<file path="src/rtl/sink_serializer_pkg.sv">
// sink_serializer_pkg: configuration packages for the sink serializer.
//   sink_config       - width of the network_sink output word.
//   serializer_config - derived byte count / pad / index width, FSM state
//                       type and padded frame type for the default width.
package sink_config;
  localparam int NET_NUM_OUT = 12;
  localparam int SNK_WIDTH = NET_NUM_OUT;
endpackage

package serializer_config;
  import sink_config::*;
  function automatic int ser_bytes(input int w);
    return (w + 7) / 8;
  endfunction
  localparam int SER_BYTES = ser_bytes(SNK_WIDTH);
  localparam int SER_PAD = 8 * SER_BYTES - SNK_WIDTH;
  localparam int SER_IDX_WIDTH = $clog2(SER_BYTES + 1);
  typedef enum logic [1:0] {IDLE, HDR, SEND} ser_state_t;
  typedef logic [8*SER_BYTES-1:0] ser_frame_t;
endpackage

</file>
<file path="src/rtl/sink_serializer.sv">
// sink_serializer: splits each SNK_WIDTH-bit word into bytes, MSB first,
// zero-padded at the top to a byte boundary.
// Ports:
//   clk, arstn            - clock, asynchronous active-low reset
//   snk_valid/snk_ready   - word handshake from network_sink, snk = word
//   tx_valid/tx_ready     - byte handshake toward the host link, tx_data = byte
//   busy                  - a frame is in progress
// Optional: define SINK_SERIALIZER_SEQ_TAG_EN to prefix every frame with an
// 8-bit sequence count that advances after each completed frame.
module sink_serializer
  import serializer_config::*;
#(
  parameter int SNK_WIDTH = sink_config::SNK_WIDTH,
  parameter int BYTE_WIDTH = 8
) (
  input  logic                  clk,
  input  logic                  arstn,
  input  logic                  snk_valid,
  output logic                  snk_ready,
  input  logic [SNK_WIDTH-1:0]  snk,
  output logic                  tx_valid,
  input  logic                  tx_ready,
  output logic [BYTE_WIDTH-1:0] tx_data,
  output logic                  busy
);
  localparam int NB = ser_bytes(SNK_WIDTH);
  localparam int FW = BYTE_WIDTH * NB;
  localparam int IW = $clog2(NB + 1);
  if (BYTE_WIDTH != 8 || SNK_WIDTH < 1) begin : g_bad_cfg
    $error("sink_serializer: BYTE_WIDTH must be 8 and SNK_WIDTH at least 1");
  end
`ifdef SINK_SERIALIZER_SEQ_TAG_EN
  localparam ser_state_t FIRST = HDR;
`else
  localparam ser_state_t FIRST = SEND;
`endif
  ser_state_t r_state, w_next;
  logic [FW-1:0] r_shift;
  logic [BYTE_WIDTH-1:0] r_tx_data;
  logic [IW-1:0] r_idx;
  logic [FW-1:0] w_frame;
  logic w_snk_hs, w_tx_hs, w_last;
  // Zero-extension puts the pad bits above the word.
  assign w_frame = FW'(snk);
  assign w_snk_hs = snk_valid & snk_ready;
  assign w_tx_hs = tx_valid & tx_ready;
  assign w_last = r_idx == IW'(NB - 1);
  assign tx_data = r_tx_data;
  always_ff @(posedge clk or negedge arstn)
    if (!arstn) r_state <= IDLE;
    else r_state <= w_next;
  always_comb begin
    w_next = r_state;
    unique case (r_state)
      IDLE: w_next = w_snk_hs ? FIRST : IDLE;
`ifdef SINK_SERIALIZER_SEQ_TAG_EN
      HDR: w_next = w_tx_hs ? SEND : HDR;
`endif
      SEND: w_next = (w_tx_hs && w_last) ? IDLE : SEND;
      default: w_next = IDLE;
    endcase
  end
  always_comb begin
    snk_ready = r_state == IDLE;
    tx_valid = r_state != IDLE;
    busy = r_state != IDLE;
  end
`ifdef SINK_SERIALIZER_SEQ_TAG_EN
  logic [7:0] r_seq;
  always_ff @(posedge clk or negedge arstn)
    if (!arstn) r_seq <= '0;
    else if (r_state == SEND && w_tx_hs && w_last) r_seq <= r_seq + 8'd1;
`endif
  // r_shift always holds the not-yet-presented bytes at its top; tx_data is
  // reloaded from it on every accepted byte except the final one.
  always_ff @(posedge clk or negedge arstn)
    if (!arstn) begin
      r_tx_data <= '0;
      r_shift <= '0;
      r_idx <= '0;
    end else if (r_state == IDLE && w_snk_hs) begin
`ifdef SINK_SERIALIZER_SEQ_TAG_EN
      r_tx_data <= r_seq;
      r_shift <= w_frame;
`else
      r_tx_data <= w_frame[FW-1 -: BYTE_WIDTH];
      r_shift <= w_frame << BYTE_WIDTH;
`endif
      r_idx <= '0;
    end else if (w_tx_hs && !(r_state == SEND && w_last)) begin
      r_tx_data <= r_shift[FW-1 -: BYTE_WIDTH];
      r_shift <= r_shift << BYTE_WIDTH;
      if (r_state == SEND) r_idx <= r_idx + 1'b1;
    end
endmodule

</file>
<file path="config.mk">
export PLATFORM = sky130hd
export DESIGN_NAME = sink_serializer
export DESIGN_NICKNAME = d
export VERILOG_FILES = /design/src/rtl/sink_serializer_pkg.sv /design/src/rtl/sink_serializer.sv
export SDC_FILE = /design/constraint.sdc
export NUM_CORES = 1
export LEC_CHECK = 0
export BUFFER_PORTS_ARGS = -buffer_cell sky130_fd_sc_hd__buf_2
export CORE_MARGIN = 10
export CORE_UTILIZATION = 44
export CTS_CLUSTER_DIAMETER = 100
export CTS_CLUSTER_SIZE = 12
export DETAILED_ROUTE_END_ITERATION = 12
export PLACE_DENSITY_LB_ADDON = 0.12
export SYNTH_ARGS = -nofsm -noshare
export SYNTH_HDL_FRONTEND = slang
export SYNTH_SLANG_ARGS = --single-unit
</file>
<file path="constraint.sdc">
create_clock -name clk -period 1.3 [get_ports clk]
set_input_delay 0.065 -clock clk [delete_from_list [all_inputs] [get_ports clk]]
set_output_delay 0.065 -clock clk [all_outputs]
set_load 0.01 [all_outputs]
</file>
==> flow_metrics.py <==
metrics = {
    "sta": {
        "period_share_pct": 95.37,
        "fin_skew_ps": 4.571,
        "slew_viol_final": 0,
        "setup_viol": 0,
        "fin_crit_ps": 1240,
        "holdWs_ps": 1.071,
        "fmaxAchievable_mhz": 806.6,
        "rsz0062_at_grt": "true",
        "tightest_slew_ps": 433.6,
        "maxSlewHeadroom_pct": 71.09,
        "finalHoldViolations": 0,
    },
    "clock_network": {
        "cts.sinks": 19,
        "clock_latency_ps": 290,
        "clkTransAtPathRegs_ps": 110,
        "cts_tree": "yes",
        "numCtsBuffers": 3,
        "cts_htree_levels": 1,
        "clockBufferDepth": 2,
        "clockRootBuffer": "clkbuf_4",
    },
    "logic_synthesis": {
        "yosys_warnings": 0,
        "synthCells": 91,
        "synth-seq-area-share_pct": 54.60,
        "netlist.area_leader.share_pct": 54.60,
        "mappedNetlistNets": 108,
        "avgSynthCellArea_um2": 9.570,
        "synth.area.top_cells": "dfrtp_1, nand3_1, nand2_1",
        "ys_types": 17,
        "syn-cell-area_um2": 870.8,
        "synth_top_cell_by_area": "dfrtp_1",
        "synth-seq-cells": 19,
    },
    "floorplan": {
        "io_pins": 27,
        "dieWidth_um": 64.49,
        "initial_utilization_pct": 45.31,
        "fp.coreArea_mm2": 0.001922,
        "dieHeight_um": 64.49,
        "die_area_mm2": 0.004158,
        "num_rows": 16,
    },
    "place": {
        "dpl.hpwl_um": 1365,
        "portBuffers": 26,
        "place.gp.congestion": 0.7734,
        "place_inst": 142,
    },
    "worst_setup_path": {
        "r2r_cells": 5,
        "worstSetupStartpointType": "register",
        "end_kind": "register",
        "critPathLaunch": "r_idx[0]",
        "worstPathRequired_ps": 1490,
        "r2r_slack_ps": 60,
        "timing.critical_path.fanout_max": 20,
        "r2r_start": "r_idx[0]",
        "slowest_stage": "dfrtp_1",
        "arrival_ps": 1430,
        "cp_cell_sequence": "ha_4, nand3b_1, buf_12, nand3_1, o21ai_1",
        "timing.rr.end": "tx_data[5]",
        "criticalPathCategory": "register to register",
        "critPathMaxStageDelay_ps": 440,
    },
    "worst_hold_path": {
        "hold_class": "primary input to register",
        "min_path_cells": 3,
        "hold_path.startpoint": "snk[8]",
        "hold_path_end": "tx_data[0]",
    },
    "cells_and_area": {
        "area_delta_synth_final_pct": 39.08,
        "drive_above_1_share_pct": 31.58,
        "multi_input_area_um2": 341.6,
        "seqCellArea_um2": 476.7,
        "finalNonFillerCells": 160,
        "diodes": 0,
        "final_nets": 151,
        "nFillCells": 190,
    },
    "global_routing": {
        "antenna_found_initial": 0,
        "grt_first_pass_wirelength_um": 3422,
        "grt_pass1_vias": 760,
        "grt_overflow": 0,
        "grt.total_usage_pct": 10.20,
        "grt_max_degree": 21,
    },
    "detailed_routing": {
        "vias": 738,
        "drt_wl_total_um": 2068,
        "drtIter0Drc": 20,
        "wire_per_inst_um": 12.93,
        "drc": 0,
        "antenna_left": 0,
        "vias_per_cell": 4.613,
        "firstDrtPassIters": 4,
    },
    "flow_run": {
        "cap_violations": 0,
    },
    "outcome": {
        "status": "finished clean",
    },
    "power_and_ir_drop": {
        "powerDensity_mw_per_mm2": 1810,
        "peakVddDrop_uv": 1121,
        "p_leak_nw": 0.6243,
    },
}
==> cells in the final DEF, fill, tap and decap left out <==
| cell | netlist | final |
|---|---|---|
| a31oi_1 | 1 | 1 |
| a32oi_1 | 4 | 4 |
| and2b_2 | 1 | 1 |
| buf_12 | 0 | 1 |
| buf_2 | 1 | 26 |
| buf_4 | 2 | 4 |
| clkbuf_1 | 0 | 1 |
| clkbuf_4 | 0 | 3 |
| dfrtp_1 | 19 | 18 |
| dfrtp_2 | 0 | 1 |
| dlygate4sd3_1 | 0 | 13 |
| ha_4 | 0 | 1 |
| inv_1 | 6 | 5 |
| inv_2 | 0 | 1 |
| nand2_1 | 20 | 20 |
| nand2b_4 | 1 | 1 |
| nand3_1 | 22 | 20 |
| nand3_2 | 0 | 2 |
| nand3b_1 | 1 | 1 |
| nor2_1 | 1 | 1 |
| nor2b_2 | 1 | 1 |
| o21ai_1 | 6 | 6 |
| or2b_1 | 1 | 1 |
==> state kept, by name (all words and copies together), names as in the netlist <==
signal / cells
tx_data: 8
r_state: 1
r_shift: 8
r_idx: 2
==> worst max-delay path: cells and delay by family (launching register included) <==
kind	cells	cell delay, ps
buffers and inverters	1	180
AOI/OAI and AO/OA	1	60
and+or+nand+nor	2	280
adders and majority gates	1	180
DFF	1	440
==> per-layer routing <==
layer  wire length (µm)  global-route usage (%)  vias up
met4                 18                   4.545        0
met5                  0                       0        -
li1                   -                       -      393
met2               1038                   16.87       17
met3                131                   4.296        2
met1                880                   11.16      326
==> cells in the mapped netlist <==
cell type and count:
buf_4 2, or2b_1 1, nand3b_1 1, nand2b_4 1, a32oi_1 4, and2b_2 1
nand2_1 20, o21ai_1 6, dfrtp_1 19, buf_6 3, inv_1 6, buf_2 1
a31oi_1 1, ha_1 1, nor2_1 1, nor2b_2 1, nand3_1 22
==> through the flow <==
step,power (W),setup TNS (ps),utilization (%),setup WS [ps],instance area [µm²]
2_1_floorplan,0.001559,0,-,117.0,870.8
3_3_place_gp,0.001802,0,53.26,43.71,1023
3_5_place_dp,0.001813,0,53.26,35.47,1023
4_1_cts,0.002146,0,61.39,1.070,1180
5_1_grt,0.002404,-92.71,63.02,-27.92,1211
6_report,0.002192,0,63.02,60.19,1211
==> report_power, final <==
part           switching [W]  internal [W]  total, W  leakage (nW)
clock network       0.000174      0.000119  0.000293        0.0150
registers           0.000154      0.000812  0.000966         0.249
logic               0.000486      0.000447  0.000932         0.360
==> cells by family after synthesis <==
group / synth area share [%]
adders and majority gates: 1.437
DFF: 54.60
and+or+nand+nor: 27.01
buffers and inverters: 8.763
AOI/OAI and AO/OA: 8.190
==> final cells by class <==
cell class              count  share of cell area, %
inverters                   6                  1.860
repair buffers             44                  25.62
clock buffers               4                  2.169
multi-input cells          60                  28.20
well taps                  27                  2.789
flip-flops and latches     19                  39.36
==> how the worst max path moves through the flow <==
| stage | endpoint | slack (ps) | cells after the start |
|---|---|---|---|
| final | tx_data[5] | 60 | 5 |
| after global routing | tx_data[0] | -30 | 5 |
| after CTS | tx_data[6] | 1 | 5 |
| after detailed placement | tx_data[6] | 40 | 5 |
| after global placement | tx_data[2] | 40 | 5 |
| after floorplan | tx_data[0] | 120 | 5 |
==> repair_timing <==
item                       4_1_cts  5_1_grt
resized for setup                0        6
setup endpoints to repair        0       19
hold endpoints to repair        31        0
hold buffers                    13        0
setup buffers                    0        1
(Power assumes the default switching activity.)
